**src/rtl/handshake_const_sink.sv**
```systemverilog
// handshake_const_sink: consumes constant-source tokens, counts them, checks each against EXPECTED.
// Latency: count/mismatch/first_bad/done update one edge after the transfer; ins_ready is a Moore decode of state.
// Backpressure: ins_ready low for STALL_CYCLES cycles after each token (HANDSHAKE_CONST_SINK_STALL_EN) and permanently in DONE.
//
// Optional feature macro: HANDSHAKE_CONST_SINK_STALL_EN
//   defined   -> STALL state and stall counter are built; one token per STALL_CYCLES+1 cycles
//   undefined -> no STALL state, STALL_CYCLES ignored; one token per cycle until DONE

module handshake_const_sink #(
    parameter int                    DATA_WIDTH   = 32,
    parameter logic [DATA_WIDTH-1:0] EXPECTED     = DATA_WIDTH'(21'b010100111110010011000),
    parameter int                    CNT_WIDTH    = 16,
    parameter int                    EXPECT_COUNT = 8,
    parameter int                    STALL_CYCLES = 2
) (
    input  logic                  clk,
    input  logic                  rst,
    input  logic [DATA_WIDTH-1:0] ins,
    input  logic                  ins_valid,
    output logic                  ins_ready,
    output logic [CNT_WIDTH-1:0]  count,
    output logic                  mismatch,
    output logic [DATA_WIDTH-1:0] first_bad,
    output logic [CNT_WIDTH-1:0]  first_bad_idx,
    output logic                  done
);

    // A zero EXPECT_COUNT means the sink never terminates and count simply wraps.
    localparam bit BOUNDED = (EXPECT_COUNT != 0);

`ifdef HANDSHAKE_CONST_SINK_STALL_EN
    // Stall counter only needs to hold STALL_CYCLES; keep at least one bit.
    localparam int SCW = (STALL_CYCLES < 1) ? 1 : $clog2(STALL_CYCLES + 1);
    localparam logic [SCW-1:0] STALL_LOAD = SCW'(STALL_CYCLES);

    typedef enum logic [1:0] {
        ST_ACCEPT = 2'd0,
        ST_STALL  = 2'd1,
        ST_DONE   = 2'd2
    } state_t;
`else
    typedef enum logic [0:0] {
        ST_ACCEPT = 1'b0,
        ST_DONE   = 1'b1
    } state_t;
`endif

    state_t state;
    state_t state_nxt;

    logic xfer;
    logic last_token;
    logic token_bad;

    // A token moves only when the sink advertises ready; data never affects readiness.
    assign xfer       = ins_valid && ins_ready;
    // Compare in 32 bits so an EXPECT_COUNT at the top of the counter range still matches.
    assign last_token = BOUNDED && ((32'(count) + 32'd1) == 32'(EXPECT_COUNT));
    // Full-width compare against the zero-extended constant.
    assign token_bad  = (ins != EXPECTED);

`ifdef HANDSHAKE_CONST_SINK_STALL_EN
    logic [SCW-1:0] stall_cnt;
`endif

    // State register: reset lands in ACCEPT so the sink is ready straight away.
    always_ff @(posedge clk or posedge rst) begin
        if (rst) begin
            state <= ST_ACCEPT;
        end else begin
            state <= state_nxt;
        end
    end

    // Next-state: terminating on the final token wins over entering a stall.
    always_comb begin
        state_nxt = state;
        case (state)
            ST_ACCEPT: begin
                if (xfer) begin
                    if (last_token) begin
                        state_nxt = ST_DONE;
                    end
`ifdef HANDSHAKE_CONST_SINK_STALL_EN
                    else if (STALL_CYCLES > 0) begin
                        state_nxt = ST_STALL;
                    end
`endif
                end
            end
`ifdef HANDSHAKE_CONST_SINK_STALL_EN
            // Leave on the cycle the counter reads 1 so ready is low exactly STALL_CYCLES cycles.
            // The <= guard also recovers if the counter were ever seen at 0.
            ST_STALL: begin
                if (stall_cnt <= SCW'(1)) begin
                    state_nxt = ST_ACCEPT;
                end
            end
`endif
            ST_DONE: begin
                state_nxt = ST_DONE;
            end
            default: begin
                state_nxt = ST_ACCEPT;
            end
        endcase
    end

    // Outputs: pure decode of the state register, no path from ins_valid.
    always_comb begin
        ins_ready = (state == ST_ACCEPT);
        done      = (state == ST_DONE);
    end

`ifdef HANDSHAKE_CONST_SINK_STALL_EN
    // Stall counter: loaded on a non-final transfer, counts down while stalling.
    always_ff @(posedge clk or posedge rst) begin
        if (rst) begin
            stall_cnt <= '0;
        end else if (state == ST_ACCEPT) begin
            if (xfer && !last_token && (STALL_CYCLES > 0)) begin
                stall_cnt <= STALL_LOAD;
            end
        end else if (state == ST_STALL) begin
            if (stall_cnt != '0) begin
                stall_cnt <= stall_cnt - SCW'(1);
            end
        end
    end
`endif

    // Token counter: one per transfer, naturally wraps when the sink is unbounded.
    always_ff @(posedge clk or posedge rst) begin
        if (rst) begin
            count <= '0;
        end else if (xfer) begin
            count <= count + CNT_WIDTH'(1);
        end
    end

    // Divergence capture: only the first bad token is recorded; later ones just keep the flag set.
    always_ff @(posedge clk or posedge rst) begin
        if (rst) begin
            mismatch      <= 1'b0;
            first_bad     <= '0;
            first_bad_idx <= '0;
        end else if (xfer && token_bad && !mismatch) begin
            mismatch      <= 1'b1;
            first_bad     <= ins;
            first_bad_idx <= count;
        end
    end

endmodule

```
**config.mk**
```make
export PLATFORM = sky130hd
export DESIGN_NAME = handshake_const_sink
export DESIGN_NICKNAME = d
export VERILOG_FILES = /design/src/rtl/handshake_const_sink.sv
export SDC_FILE = /design/constraint.sdc
export NUM_CORES = 1
export LEC_CHECK = 0
export CAP_MARGIN = 10
export CORE_MARGIN = 2
export CORE_UTILIZATION = 35
export DETAILED_ROUTE_END_ITERATION = 12
export PLACE_DENSITY = 0.63
export SETUP_SLACK_MARGIN = 0.15
export SLEW_MARGIN = 5
export SYNTH_ARGS = -nofsm -noshare
export SYNTH_HDL_FRONTEND = slang
export SYNTH_SLANG_ARGS = --single-unit
```
**constraint.sdc**
```tcl
create_clock -name clk -period 5.1 [get_ports clk]
set_input_delay 0.51 -clock clk [delete_from_list [all_inputs] [get_ports clk]]
set_output_delay 0.51 -clock clk [all_outputs]
set_load 0.01 [all_outputs]
```
==> impl_metrics.py <==
metrics = {
    "worst_setup_path": {
        "worst-endpoint-arrival_ns": 3.38,
        "critPathMaxStageDelay_ns": 0.84,
        "cp_data_required_time_ns": 5.31,
        "regToRegEndpoint": "first_bad[15]$_DFFE_PP0P_",
        "critPathCaptureType": "flop",
        "worst_path_dominant_cell_family": "simple AND/OR/NAND/NOR gates",
        "reg2reg_setup_slack_ns": 2.75,
        "critical_path.startpoint": "ins[24]",
        "sum_of_buffers_and_inverters_on_the_critical_path": 2,
        "cp_max_fo": 37,
        "slowest_stage": "sky130_fd_sc_hd__or2_2",
        "r2r_start": "done$_DFF_PP0_",
        "crit_chain": "clkdlybuf4s50_1, nor4_1, nand4_1, o41ai_2, or2_2, buf_4, mux2_2",
        "reg2reg_depth": 6,
        "setup.worst_path.start_class": "input port",
        "worstSetupPathType": "in -> reg",
    },
    "logic_synthesis": {
        "yosysTopAreaCell": "sky130_fd_sc_hd__dfrtp_1",
        "seq_cells_post_synth": 66,
        "synth.lib_cells_used.distinct": 40,
        "dominantRegCellSynth": "sky130_fd_sc_hd__dfrtp_1",
        "netlist_instances": 219,
        "synth-edff-count": 0,
        "yosys-top-cells-count": "66 x sky130_fd_sc_hd__dfrtp_1, 28 x sky130_fd_sc_hd__mux2_2, 20 x sky130_fd_sc_hd__mux2_4",
        "synth_area_leaders": "sky130_fd_sc_hd__dfrtp_1 55%, sky130_fd_sc_hd__mux2_2 11%, sky130_fd_sc_hd__mux2_4 10%, sky130_fd_sc_hd__xnor2_1 2.9%, sky130_fd_sc_hd__nand2_1 1.8%",
        "synth_area_per_inst_sq_um": 13.68,
        "mappedNetlistNets": 256,
        "async_reset_ff_frac": 1.000,
        "yosys_warnings": 0,
        "yosysTopAreaCellShare": 0.5514,
        "synthMostInstantiatedCell": "sky130_fd_sc_hd__dfrtp_1",
        "syn-cell-area_sq_um": 2995,
        "synth_seq_area_share": 0.5514,
    },
    "sta": {
        "timing.slew.headroom": 0.3315,
        "skew_ns": 0.006202,
        "fin_tns_setup_ns": 0,
        "fin_crit_ns": 3.164,
        "timing.final.setup_violations": 0,
        "final_min_period_over_clock_period": 0.6203,
        "max_slew_violation_total_from_the_final_report": 0,
        "hold_viol_final": 0,
        "fmax_ghz": 0.3161,
        "whs_ns": 0.4948,
        "least_margin_pin_slew_ns": 1.003,
        "rsz0062_at_grt": "no",
    },
    "detailed_routing": {
        "drcViolationCount": 0,
        "overall_via_count_from_detail_route": 2129,
        "via_per_inst": 4.917,
        "drt-pass1-iter-count": 4,
        "routed_wirelength_microns": 6890,
        "drt-initial-drc-count": 37,
        "route.detailed.wl_per_inst_microns": 15.91,
        "detail-route-antenna-nets": 0,
    },
    "floorplan": {
        "fp.coreArea_sq_um": 8258,
        "die_h_microns": 96.51,
        "initial_core_util": 0.3627,
        "die_width_microns": 96.51,
        "num_io_pins": 102,
        "floorplan.rows": 33,
        "die_area_sq_um": 9314,
    },
    "cts": {
        "clk_path_buf_depth": 2,
        "cts_root_buffer": "sky130_fd_sc_hd__clkbuf_8",
        "clock_latency_reported_for_the_late_side_of_the_worst_skew_pair_ns": 0.32,
        "clock_sinks": 66,
        "cts_inserted_buffers": 9,
        "tritoncts_clock_tree": "done",
        "cts.hold.buffers_added": 0,
        "ctsResizeCount": 0,
        "path_clk_slew_ns": 0.07,
        "postCtsSetupBuffers": 0,
        "cts_max_level": 3,
    },
    "power_and_ir_drop": {
        "portion_of_total_power_attributed_to_the_clock_network": 0.367,
        "sequential_power_share": 0.540,
        "power-per-cell-area_nw_per_um2": 238.8,
        "netSwitchingFraction": 0.2290,
        "total_switching_power_uw": 231.5,
        "power_report.internal_total_uw": 779.4,
        "proportion_of_power_drawn_by_combinational_gates": 0.093,
        "total_leakage_power_uw": 0.001902,
        "worst_ir_drop_vdd_uv": 96.68,
    },
    "global_routing": {
        "first_pass_grt_wire_length_microns": 10630,
        "global_route.overflow_total": 0,
        "grt_antenna_before_repair": 0,
        "grt_use_total": 0.1504,
        "grt_start_max_net_pins": 67,
        "first_global_vias": 2081,
    },
    "worst_hold_path": {
        "min-delay-start": "mismatch$_DFFE_PP0P_",
        "worstHoldPathType": "reg -> reg",
        "worst_hold_depth": 1,
        "holdPathEnd": "mismatch$_DFFE_PP0P_",
    },
    "outcome": {
        "run_status": "finished clean",
    },
    "layout": {
        "diodes": 0,
        "drive_above_1_share": 0.2226,
        "flow.area_growth_from_synthesis_pct": 41.31,
        "num-nets-final": 362,
    },
    "place": {
        "detailed_place_hpwl_microns": 4825,
        "port_buffers": 101,
        "gpl.final_weighted_congestion": 0.7712,
    },
    "run": {
        "cap_viol_max_count": 0,
    },
}
==> worst max path at each step <==
stage	endpoint	slack [ns]	cells after the start
4_1_cts	first_bad[15]$_DFFE_PP0P_	1.87	7
6_report	first_bad[15]$_DFFE_PP0P_	1.94	7
2_1_floorplan	count[0]$_DFFE_PP0P_	2.94	1
3_5_place_dp	first_bad[15]$_DFFE_PP0P_	1.52	7
3_3_place_gp	first_bad[11]$_DFFE_PP0P_	1.56	7
5_1_grt	first_bad[15]$_DFFE_PP0P_	1.74	7
==> stage by stage <==
stage / util / worst slack (ns) / instances / total power, uW / instance area [sq um]
4_1_cts: 0.5126 / 1.865 / 433 / 1030 / 4233
3_5_place_dp: 0.4933 / 1.522 / 419 / 651.2 / 4074
2_1_floorplan: - / 2.935 / 219 / 584.5 / 2995
3_3_place_gp: 0.4933 / 1.563 / 419 / 649.6 / 4074
5_1_grt: 0.5126 / 1.740 / 433 / 1062 / 4233
6_report: 0.5126 / 1.936 / 433 / 1011 / 4233
==> cells in the final DEF (no fill, tap or decap), drive strengths merged, types with 3 or more instances in the layout <==
| cell type | n |
|---|---|
| clkdlybuf4s50 | 101 |
| dfrtp | 66 |
| mux2 | 48 |
| nand2 | 15 |
| clkbuf | 11 |
| xnor2 | 10 |
| nand3 | 9 |
| nand4 | 6 |
| nor3 | 6 |
| xor2 | 6 |
| nor2 | 5 |
| nor4 | 5 |
| a31oi | 3 |
| buf | 3 |
| o41ai | 3 |
==> sequential cells by signal, summed over array words and instances, names as in the netlist <==
register,flops
done,1
count,16
first_bad,32
mismatch,1
first_bad_idx,16
==> cell families (layout without fill, tap and decap cells) <==
logic type      count (synthesis)  count (layout)  synth area share
flops                          66              66            0.5514
buf+inv                        11             120           0.03132
simple gates                   61              61            0.1149
xor+xnor                       16              16           0.04678
fa+ha+maj                       2               2          0.008353
compound gates                 14              14           0.03843
mux                            49              49            0.2089
==> power by group through the flow <==
stage | combinational [uW] | sequential (uW) | clock [uW]
floorplan | 23.7 | 561 | 0
global placement | 95.1 | 555 | 0
detailed placement | 95.8 | 555 | 0
CTS | 96.5 | 545 | 388
global route | 103 | 547 | 412
finish | 94.3 | 545 | 371
==> final cells by class <==
class / count / area, sq um
Timing Repair Buffer: 104 / 1033
Clock inverter: 3 / 17.52
Multi-Input combinational cell: 142 / 1250
Tap cell: 105 / 131.4
Clock buffer: 11 / 141.4
Inverter: 2 / 7.507
Sequential cell: 66 / 1652
Fill cell: 765 / 4025
==> metal layers <==
metal,share of wire,vias to the layer above,global-route usage
li1,-,1002,-
met1,0.47,1038,0.2079
met2,0.43,83,0.2269
met3,0.090,6,0.05120
met4,0.0093,0,0.03873
met5,0,-,0
==> worst reg2reg max path, delay by kind of cell (launching register included) <==
kind	cells	cell delay, ns
AND/OR/NAND/NOR	2	0.89
buffers and inverters	2	0.55
flip-flops	1	0.37
multiplexers	1	0.37
AO/OA/AOI/OAI	1	0.06
(Power assumes the default switching activity.)
